**src/rtl/jp_scan_ctrl.sv**
```systemverilog
// Dual NES-style joypad scanner: latches both pads, clocks out 8 bits each,
// and publishes the button bytes atomically once a full scan has completed.
module jp_scan_ctrl #(
   parameter int PHASE_CYCLES = 16,
   parameter int AUTO_PERIOD  = 833333
) (
   input  logic       clk,
   input  logic       rst,
   input  logic       poll_req,
   input  logic       auto_en,
   input  logic       jp_data1,
   input  logic       jp_data2,
   output logic       jp_latch,
   output logic       jp_clk,
   output logic [7:0] jp1_state,
   output logic [7:0] jp2_state,
   output logic       state_vld,
   output logic       busy
);

   localparam int TW = $clog2(AUTO_PERIOD);

   typedef enum logic [2:0] {IDLE, LATCH_HI, LATCH_LO, CLK_HI, CLK_LO} state_t;

   state_t        state_q, state_d;
   logic [7:0]    phase_q, phase_d;
   logic [2:0]    bit_q, bit_d;
   logic [TW-1:0] timer_q, timer_d;
   logic          pending_q, pending_d;
   logic          d1_meta_q, d1_sync_q, d2_meta_q, d2_sync_q;
   logic [7:0]    shadow1_q, shadow1_d, shadow2_q, shadow2_d;
   logic [7:0]    jp1_q, jp1_d, jp2_q, jp2_d;
   logic          latch_q, latch_d, clk_q, clk_d;
   logic          busy_q, busy_d, vld_q, vld_d;
   logic          auto_tick, start, phase_last;

   always_comb begin
      state_d   = state_q;
      phase_d   = phase_q;
      bit_d     = bit_q;
      timer_d   = timer_q;
      shadow1_d = shadow1_q;
      shadow2_d = shadow2_q;
      jp1_d     = jp1_q;
      jp2_d     = jp2_q;
      latch_d   = latch_q;
      clk_d     = clk_q;
      busy_d    = busy_q;
      vld_d     = 1'b0;
      auto_tick = 1'b0;

      if (!auto_en) begin
         timer_d = '0;
      end else if (timer_q == TW'(AUTO_PERIOD - 1)) begin
         timer_d   = '0;
         auto_tick = 1'b1;
      end else begin
         timer_d = timer_q + 1'b1;
      end

      start      = (state_q == IDLE) && pending_q;
      pending_d  = (pending_q & ~start) | poll_req | auto_tick;
      phase_last = (phase_q == 8'(PHASE_CYCLES - 1));

      if (state_q != IDLE)
         phase_d = phase_last ? 8'd0 : phase_q + 8'd1;

      case (state_q)
         IDLE: begin
            if (start) begin
               state_d = LATCH_HI;
               latch_d = 1'b1;
               busy_d  = 1'b1;
               bit_d   = 3'd0;
               phase_d = 8'd0;
            end
         end
         LATCH_HI: begin
            if (phase_last) begin
               state_d = LATCH_LO;
               latch_d = 1'b0;
            end
         end
         LATCH_LO: begin
            if (phase_last) begin
               shadow1_d[bit_q] = ~d1_sync_q;
               shadow2_d[bit_q] = ~d2_sync_q;
               bit_d            = bit_q + 3'd1;
               state_d          = CLK_HI;
               clk_d            = 1'b1;
            end
         end
         CLK_HI: begin
            if (phase_last) begin
               state_d = CLK_LO;
               clk_d   = 1'b0;
            end
         end
         CLK_LO: begin
            if (phase_last) begin
               shadow1_d[bit_q] = ~d1_sync_q;
               shadow2_d[bit_q] = ~d2_sync_q;
               bit_d            = bit_q + 3'd1;
               if (bit_q == 3'd7) begin
                  // Publish from the just-updated shadows so bit 7 lands in the same edge.
                  state_d = IDLE;
                  busy_d  = 1'b0;
                  vld_d   = 1'b1;
                  jp1_d   = shadow1_d;
                  jp2_d   = shadow2_d;
               end else begin
                  state_d = CLK_HI;
                  clk_d   = 1'b1;
               end
            end
         end
         default: state_d = IDLE;
      endcase
   end

   always_ff @(posedge clk) begin
      if (rst) begin
         state_q   <= IDLE;
         phase_q   <= '0;
         bit_q     <= '0;
         timer_q   <= '0;
         pending_q <= 1'b0;
         d1_meta_q <= 1'b0;
         d1_sync_q <= 1'b0;
         d2_meta_q <= 1'b0;
         d2_sync_q <= 1'b0;
         shadow1_q <= '0;
         shadow2_q <= '0;
         jp1_q     <= '0;
         jp2_q     <= '0;
         latch_q   <= 1'b0;
         clk_q     <= 1'b0;
         busy_q    <= 1'b0;
         vld_q     <= 1'b0;
      end else begin
         state_q   <= state_d;
         phase_q   <= phase_d;
         bit_q     <= bit_d;
         timer_q   <= timer_d;
         pending_q <= pending_d;
         d1_meta_q <= jp_data1;
         d1_sync_q <= d1_meta_q;
         d2_meta_q <= jp_data2;
         d2_sync_q <= d2_meta_q;
         shadow1_q <= shadow1_d;
         shadow2_q <= shadow2_d;
         jp1_q     <= jp1_d;
         jp2_q     <= jp2_d;
         latch_q   <= latch_d;
         clk_q     <= clk_d;
         busy_q    <= busy_d;
         vld_q     <= vld_d;
      end
   end

   assign jp_latch  = latch_q;
   assign jp_clk    = clk_q;
   assign jp1_state = jp1_q;
   assign jp2_state = jp2_q;
   assign state_vld = vld_q;
   assign busy      = busy_q;

endmodule
```
**config.mk**
```make
export PLATFORM = sky130hd
export DESIGN_NAME = jp_scan_ctrl
export DESIGN_NICKNAME = d
export VERILOG_FILES = /design/src/rtl/jp_scan_ctrl.sv
export SDC_FILE = /design/constraint.sdc
export NUM_CORES = 1
export LEC_CHECK = 0
export ABC_AREA = 1
export ABC_CLOCK_PERIOD_IN_PS = 1700
export BUFFER_PORTS_ARGS = -buffer_cell sky130_fd_sc_hd__buf_2
export CAP_MARGIN = 20
export CORE_UTILIZATION = 59
export CTS_CLUSTER_DIAMETER = 100
export DETAILED_ROUTE_END_ITERATION = 10
export HOLD_SLACK_MARGIN = 0.15
export PLACE_DENSITY = 0.8
export SLEW_MARGIN = 20
export SYNTH_ARGS = -nofsm -noshare
export SYNTH_HDL_FRONTEND = slang
export SYNTH_SLANG_ARGS = --single-unit
```
**constraint.sdc**
```tcl
create_clock -name clk -period 1.7 [get_ports clk]
set_clock_uncertainty 0.15 [all_clocks]
set_input_delay 0.255 -clock clk [delete_from_list [all_inputs] [get_ports clk]]
set_output_delay 0.255 -clock clk [all_outputs]
set_load 0.005 [all_outputs]
```
# Word-level counts from Yosys, hierarchy flattened
# Index checks and enable logic that the tools add are counted.
# word_totals
word_cells,95
reg_bits,75
out_inout_bits,20
# classes
muxes,31
order_cmp,2
n_addsub,3
bitwise,9
eq_ne,15
n_reduce_logical,18
# op_table
op,count
two-way mux 8 bit,4
two-way mux 3 bit,7
adder 20 x 1 -> 20 bit (second input constant),1
equality test 20 bit (second input constant),1
bitwise mux 8 bit,2
case mux 3 bit (5 select lines),1
inequality test 2 bit (second input constant),7
two-way mux 1 bit,11
AND reduction 5 bit,2
AND reduction 3 bit,3
adder 8 x 1 -> 8 bit (second input constant),1
equality test 8 x 4 -> 1 bit (second input constant),1
equality test 3 x 2 -> 1 bit (second input constant),2
equality test 3 bit (second input constant),2
NOT 1 bit,6
case mux 3 bit (2 select lines),1
nonzero test 2 bit,3
nonzero test 3 bit,2
OR reduction 3 bit,2
< comparator 3 x 4 -> 1 bit (second input constant),1
case mux 1 bit (2 select lines),2
AND reduction 4 bit,1
adder 3 x 1 -> 3 bit (second input constant),1
demux 1 bit (select 3 bit),1
other kinds (11),13

# Logic depth before layout (Yosys ltp)
# Gate-level depths: netlist (run 1).
# logic_depth
ltp_word,6
mapped_depth,10
mapped_depth_nobuf,9

# Worst setup path before layout (run 1)
# No wires, ideal clock.
# synth_timing
path_kind,reg2reg
start,register phase_q[0]
end,"register jp1_q[2], in the netlist jp1_state[2]"
setup_time_ns,0.116
period_less_slack_ns,1.571
path_stages_with_launch,8
setup_slack_ns,0.129
arrival_ns,1.306
required_ns,1.434
path_buffers,1
path_cell_list,dfxtp_1 > ha_1 > nand3_2 > nor2_8 > nand4_4 > buf_2 > o21ai_0 > nor2_1
# synth_via
elab_chain_len,2
# synth_rtl
item,line_no,source
"start, declared",26,"logic [7:0] phase_q, phase_d;"
"start signal, assigned",142,phase_q <= phase_d;
equality test 8 x 4 -> 1 bit,63,phase_last = (phase_q == 8'(PHASE_CYCLES - 1));
AND reduction 3 bit (no source line),n/a,
"end signal, assigned",152,jp1_q <= jp1_d;
"end, declared",32,"logic [7:0] jp1_q, jp1_d, jp2_q, jp2_d;"
# No other way between the ends.
# A chain may end at the register's enable or synchronous reset.

# Worst setup path after layout (run 1)
# layout_timing
start,register phase_q[0]
end,"register jp2_q[2], in the netlist jp2_state[2]"
# layout_via
elab_chain_len,2
# layout_rtl
item,line_no,source
equality test 8 x 4 -> 1 bit,63,
AND reduction 3 bit (no source line),n/a,
"end signal, assigned",153,jp2_q <= jp2_d;
"end, declared",32,
# No other way between the ends.

==> results.md, run 1 <==
- Status: completed
- CTS buffer count: 9
- Fin. max-slew vios: 0
- GP Congestion: ~0.87
- Setup violation total in the final timing report: 0
- CTS max path bufs: 2
- Worst-margin pin slew: about 0.36 ns
- Post-route ant nets: 0
- Post-Place Cell Area: 3777 sq um
- Startpoint types: flip-flop
- Setup WS pre-CTS: roughly 0.032 ns
- Share of post-route cells with drive strength above 1: 0.1716
- DR vias/cell: between 5 and 6
- Instance count on the critical path: 7
- H-tree depth: 3
- Wire length of the first global-routing pass: between 10,000 and 15,000 um
- Post-synth EDFFs: 0
- Cells after Synth: between 400 and 500
- FF-to-FF Start: phase_q[0]
- Critical path capture point type: flip-flop
- Netlist cell types: 35
- PD cells: around 1100 nW/um^2
- CP Data Arrival Time: 1.72 ns
- Layout Nets: 543
- GRT Total Usage: 0.2528
- WL final: roughly 7400 um
- Fillers: approximately 460
- Fmax: between 0.6 and 0.7 GHz
- Final Cycle Share: 0.9609
- Crit-path slowest cell: dfxtp_1
- Slew HR: 0.7611
- CP Max Fanout: 12
- Multi-input logic area: between 1500 and 2000 sq um
- Synth Net Count: roughly 500
- CP top delay family: simple AND/OR/NAND/NOR gates
- Area Growth Syn to Fin: 16.78%
- Clock Latency Late Sink: approximately 0.35 ns
- Worst-path clk slew: about 0.08 ns
- Worst path required time: about 1.8 ns
- Initial Utilization: 0.6263
- Final WS setup: between 0.06 and 0.07 ns
- Worst Path Buf+Inv: 1
- Synth warnings: 0
- Number of antenna violations at the first check in global routing: 0
- Antenna fix cells: 0
- Via count of the first global-routing pass: around 3,000
- Port buffer count: 25
- Clk root buf: clkbuf_8
- Max IR drop VDD: about 0.86 mV
- Final Hold Fails: 0
- Max Cap Viol: 0
- Post-synthesis sequential area ratio: 0.4275
- Setup TNS: 0 ns
- Worst path cell trace: ha_2 > nand3_4 > nor2_8 > nand4_4 > buf_4 > o21ai_1 > nor2_1
- CTS tree: built
- Row cnt: 27
- Final hold slack: 0.1641 ns
- Area of the mapped netlist: 3512 sq um
- Reg2reg path depth: 7
- I/O pin cnt: 26
- Largest net degree at the start of global routing: 26
- Core area: 5608 sq um
- RSZ-0062 raised after global routing: yes
- Yosys reg bits: 75
- DR iter-0 viols: between 150 and 200
- Wire per inst: roughly 12 um
- Crit. Startpoint: phase_q[0]
- Routed via count: around 3,200
- HP Class: in -> reg
- HP Start: rst
- Final min period: 1.634 ns
- Reg2reg setup slack: around 0.066 ns
- Async S/R FF share, synth: 0
- Die Span Y: 79.16 um
- Total gr overflow: 0
- Detailed Routing Iterations Pass 1: 5
- Syn Area/Cell: slightly above 7 sq um
- Final Instance Area: about 4100 sq um
- Critical Path End: jp2_state[2]
- Top FF cell, synth: dfxtp_1
- Clock sinks: 75
- FF+latch area: 1511 sq um
- Die width: around 80 um
- Crit-path max cell delay: 0.34 ns
- Crit Reg-Reg Endpoint: jp2_state[2]
- Die ar.: 6266 sq um
- Critical path class: reg -> reg
- Leakage: roughly 1.6 nW
- Drc violations: 0
- DP HPWL: a little over 5000 um
## state kept, by name (all words and copies together) (netlist names), 3 cells and up
name and count:
bit_q 3, shadow1_q 8, shadow2_q 8, timer_q 20, phase_q 8, jp2_state 8, state_q 3, jp1_state 8
## timing repair
action | CTS | global route
resized for setup | 0 | 29
endpoints found under the hold margin | 3 | 0
hold buffers | 4 | 0
setup endpoints to repair | 0 | 37
setup buffers | 0 | 1
## logic make-up after synthesis
kind of cell / count (synthesis) / synth area share
and+or+nand+nor: 276 / 0.3541
AOI/OAI and AO/OA: 78 / 0.1158
DFF: 75 / 0.4275
buffers and inverters: 49 / 0.06483
xor gates and xnor gates: 8 / 0.01995
adders and majority gates: 5 / 0.01781
## metal layers
layer	wire, um	GRT usage	part of all wire	vias up
li1	-	-	-	1655
met1	3399	0.3038	0.46	1474
met2	3557	0.4319	0.48	80
met3	301	0.04023	0.041	15
met4	158	0.1327	0.021	0
met5	0	0	0	-
## Yosys cell counts, types with 2 or more instances
| master | n | area [sq um] |
|---|---|---|
| buf_6 | 4 | 45.04 |
| xor2_1 | 4 | 35.03 |
| nand3_2 | 4 | 40.04 |
| nand4_1 | 8 | 50.05 |
| dfxtp_1 | 75 | 1501 |
| nand2_4 | 4 | 45.04 |
| buf_4 | 2 | 15.01 |
| or2_2 | 4 | 25.02 |
| nand3b_1 | 4 | 30.03 |
| nand2_1 | 105 | 394.1 |
| nand3_1 | 24 | 120.1 |
| xnor2_1 | 4 | 35.03 |
| nor3_1 | 3 | 15.01 |
| nor2_8 | 2 | 40.04 |
| inv_2 | 4 | 15.01 |
| o21ai_0 | 39 | 195.2 |
| inv_1 | 30 | 112.6 |
| buf_1 | 3 | 11.26 |
| nor2_1 | 111 | 416.7 |
| a21oi_1 | 32 | 160.2 |
| o21bai_1 | 2 | 15.01 |
| ha_1 | 5 | 62.56 |
| buf_2 | 5 | 25.02 |
| or2_0 | 2 | 12.51 |
## stage by stage
step / utilization / std cells / total power, W
global placement: 0.6736 / 588 / 0.002921
CTS: 0.7178 / 607 / 0.004410
floorplan: - / 491 / 0.002705
global route: 0.7314 / 608 / 0.004705
detailed placement: 0.6736 / 588 / 0.002940
finish: 0.7314 / 608 / 0.004450
## worst reg2reg max path, cell delays in order (launching register included)
cell and delay (ns):
dfxtp_1 0.34, ha_2 0.21, nand3_4 0.11, nor2_8 0.16, nand4_4 0.11, buf_4 0.20, o21ai_1 0.18, nor2_1 0.06
## cell type report
type,instances,share of cell area
flip-flops and latches,75,0.3685
multi-input cells,367,0.4463
repair buffers,45,0.07962
inverters,34,0.03295
clock buffers,11,0.03203
clock inverters,4,0.01861
well taps,72,0.02196
## where the power goes
group / leakage [nW] / switching, W / internal [W] / total [W]
sequential: 0.610 / 0.000113 / 0.00186 / 0.00197
clock: 0.0996 / 0.000653 / 0.000823 / 0.00148
combinational: 0.899 / 0.000644 / 0.000360 / 0.00100
total: 1.61 / 0.00141 / 0.00304 / 0.00445
## layout by cell type, fill, tap and decap left out, types with 2 or more instances in the layout
cell type      instances
buf_4                 12
inv_1                 29
or2_0                  2
nand2_4                3
clkbuf_1               2
a21oi_1               32
nor3_1                 3
dfxtp_2                5
nor2_8                 2
xnor2_1                4
o21bai_1               2
o21ai_0               34
nor2_2                 6
or2_2                  4
nand3_1               24
nand2_1              105
dlygate4sd3_1          4
buf_2                 25
xor2_1                 4
nand4_1                8
buf_12                 3
nand3b_1               4
nor2_1               106
ha_2                   2
nand3_2                2
inv_2                  3
ha_1                   3
clkbuf_8               9
nand3_4                2
bufinv_16              2
dfxtp_1               69
o21ai_1                6
## how the worst min path moves through the flow
| stage | to | slack, ns | cells past startpoint |
|---|---|---|---|
| floorplan | d1_meta_q | 0.21 | 2 |
| global placement | d2_sync_q | 0.24 | 2 |
| detailed placement | d2_sync_q | 0.25 | 2 |
| CTS | phase_q[6] | 0.16 | 3 |
| global route | phase_q[4] | 0.18 | 3 |
| finish | phase_q[4] | 0.16 | 3 |
Note: power is estimated with default switching activity, not from simulation.
==> run 2: changes to the inputs <==
- SETUP_SLACK_MARGIN: not set -> 0.1
==> results.md, run 2 (synthesis gave the netlist of run 1 again) <==
- Worst-margin pin slew: 0.2968 ns (-0.05889 ns)
- Largest net degree at the start of global routing: 26 (unchanged)
- Commonest cells after routing, fill and taps aside: nand2_1 (104), nor2_1 (102), dfxtp_1 (62)
- Critical path class: reg -> reg
- Clock Power Share: 0.324 (-0.008)
- Clock Latency Late Sink: 0.35 ns (about the same)
- PD cells: 1083 nW/um^2 (-0.15%)
- Setup TNS: 0 ns (unchanged)
- Final Hold Fails: 0 (unchanged)
- Wire length of the first global-routing pass: 12,670 um (+1.9%)
- Post-route ant nets: 0 (unchanged)
- Reg power frac: 0.433 (-0.010)
- Sw frac: 0.3213 (+0.004415)
- Final hold slack: 0.1720 ns (+0.007878 ns)
- Drc violations: 0 (unchanged)
- Wire per inst: 12.68 um (+3.9%)
- Sw power: 0.001478 W (+4.8%)
- Final min period: 1.565 ns (-0.06890 ns)
- Number of antenna violations at the first check in global routing: 0 (unchanged)
- RSZ-0062 raised after global routing: yes
- Final Cycle Share: 0.9204 (-0.04053)
- Max Cap Viol: 0 (unchanged)
- CP Data Arrival Time: 1.66 ns (-0.06 ns)
- Slew HR: 0.8001 (+0.03900)
- Worst-path clk slew: 0.09 ns (about the same)
- H-tree depth: 3 (unchanged)
- Multi-input logic area: 1906 sq um (+4.1%)
- Reg2reg setup slack: 0.14 ns (+0.07 ns)
- Via count of the first global-routing pass: 3,024 (+1.0%)
- Status: completed
- Row cnt: 27 (unchanged)
- Die ar.: 6266 sq um (unchanged)
- Core area: 5608 sq um (unchanged)
- DR vias/cell: 5.410 (+2.0%)
- Clk root buf: clkbuf_8
- Routed via count: 3,327 (+3.2%)
- Fillers: 427 (-6.4%)
- Critical path capture point type: flip-flop
- Pint: 0.003123 W (+2.7%)
- Leakage: 1.657 nW (+3.0%)
- Detailed Routing Iterations Pass 1: 5 (unchanged)
- FF+latch area: 1523 sq um (+0.74%)
- Die width: 79.16 um (unchanged)
- Largest reg by FF count: timer_q
- DP HPWL: 5065 um (unchanged)
- Max IR drop VDD: 0.8715 mV (+1.2%)
- Share of post-route cells with drive strength above 1: 0.2192 (+0.04751)
- HP Class: in -> reg
- Fmax: 0.6391 GHz (+4.4%)
- Commonest non-fill, non-tap cell in the layout: nand2_1
- Area Growth Syn to Fin: 20.91%
- CTS tree: built
- Clock sinks: 75 (unchanged)
- Initial Utilization: 0.6263 (unchanged)
- Comb pwr share: 0.243 (+0.017)
- Total gr overflow: 0 (unchanged)
- Layout Nets: 550 (+1.3%)
- Max reg flops: 20 (unchanged)
- GP Congestion: 0.8698 (unchanged)
- WL final: 7797 um (+5.1%)
- Antenna fix cells: 0 (unchanged)
- I/O pin cnt: 26 (unchanged)
- Setup violation total in the final timing report: 0 (unchanged)
- Worst path required time: 1.79 ns (about the same)
- Startpoint types: flip-flop
- Fin. max-slew vios: 0 (unchanged)
- CP Max Fanout: 6 (-6)
- GRT Total Usage: 0.2575 (+0.004721)
- DR iter-0 viols: 212 (+21%)
- CTS max path bufs: 2 (unchanged)
- CTS buffer count: 9 (unchanged)
- Port buffer count: 25 (unchanged)
- Die Span Y: 79.16 um (unchanged)
## run 2: cell count changes in the layout (fill, tap and decap cells not counted), sizes merged
| cell | previous run | this run |
|---|---|---|
| inv | 34 | 33 |
| buf | 41 | 48 |
| clkinv | 1 | 2 |
## run 2: final timing paths
kind	end	start	cells after the start
worst min register to register	d1_sync_q	d1_meta_q	2
worst min-delay path	phase_q[4]	rst	3
worst max register to register	shadow1_q[6]	bit_q[0]	7
worst max-delay path	shadow1_q[6]	bit_q[0]	7
## run 2: final cells by class
type / count / share of cell area
Tap cell: 72 / 0.02121
Timing Repair Buffer: 52 / 0.09016
Clock buffer: 11 / 0.03094
Clock inverter: 4 / 0.01797
Multi-Input combinational cell: 367 / 0.4487
Inverter: 34 / 0.03241
Sequential cell: 75 / 0.3586
## run 2: critical path, cell delays in order, from the launching register on
cell	delay, ns
dfxtp_1	0.32
buf_4	0.15
inv_1	0.13
nand3_1	0.21
a21oi_2	0.24
nor2_1	0.06
a21oi_1	0.13
nor2_1	0.06
## run 2: power by group through the flow
stage / clock network, W / logic [W] / registers [W]
after global placement: 0 / 0.000921 / 0.00200
after CTS: 0.00150 / 0.000970 / 0.00198
final: 0.00149 / 0.00112 / 0.00199
after detailed placement: 0 / 0.000935 / 0.00200
after floorplan: 0 / 0.000719 / 0.00199
after global routing: 0.00158 / 0.00126 / 0.00201
## run 2: what timing repair did
action	in CTS	in global routing
pin swaps	4	10
setup endpoints to repair	34	52
hold buffers	4	0
resized for setup	18	51
buffers inserted	1	7
endpoints found under the hold margin	3	0
## run 2: per-stage QoR
stage	std cells	utilization	power [W]	setup slack (ns)	instance area, sq um
6_report	615	0.7573	0.004601	0.1353	4247
5_1_grt	615	0.7573	0.004849	0.06377	4247
4_1_cts	608	0.7291	0.004447	0.08898	4089
3_5_place_dp	588	0.6736	0.002940	0.03171	3777
3_3_place_gp	588	0.6736	0.002921	0.09009	3777
2_1_floorplan	491	-	0.002705	0.1286	3512
## run 2: layer usage
layer | wire length (um) | vias to the layer above | track usage | part of all wire
li1 | - | 1678 | - | -
met1 | 3444 | 1536 | 0.3098 | 0.44
met2 | 3853 | 94 | 0.4422 | 0.49
met3 | 330 | 19 | 0.04023 | 0.042
met4 | 169 | 0 | 0.1309 | 0.022
met5 | 0 | - | 0 | 0
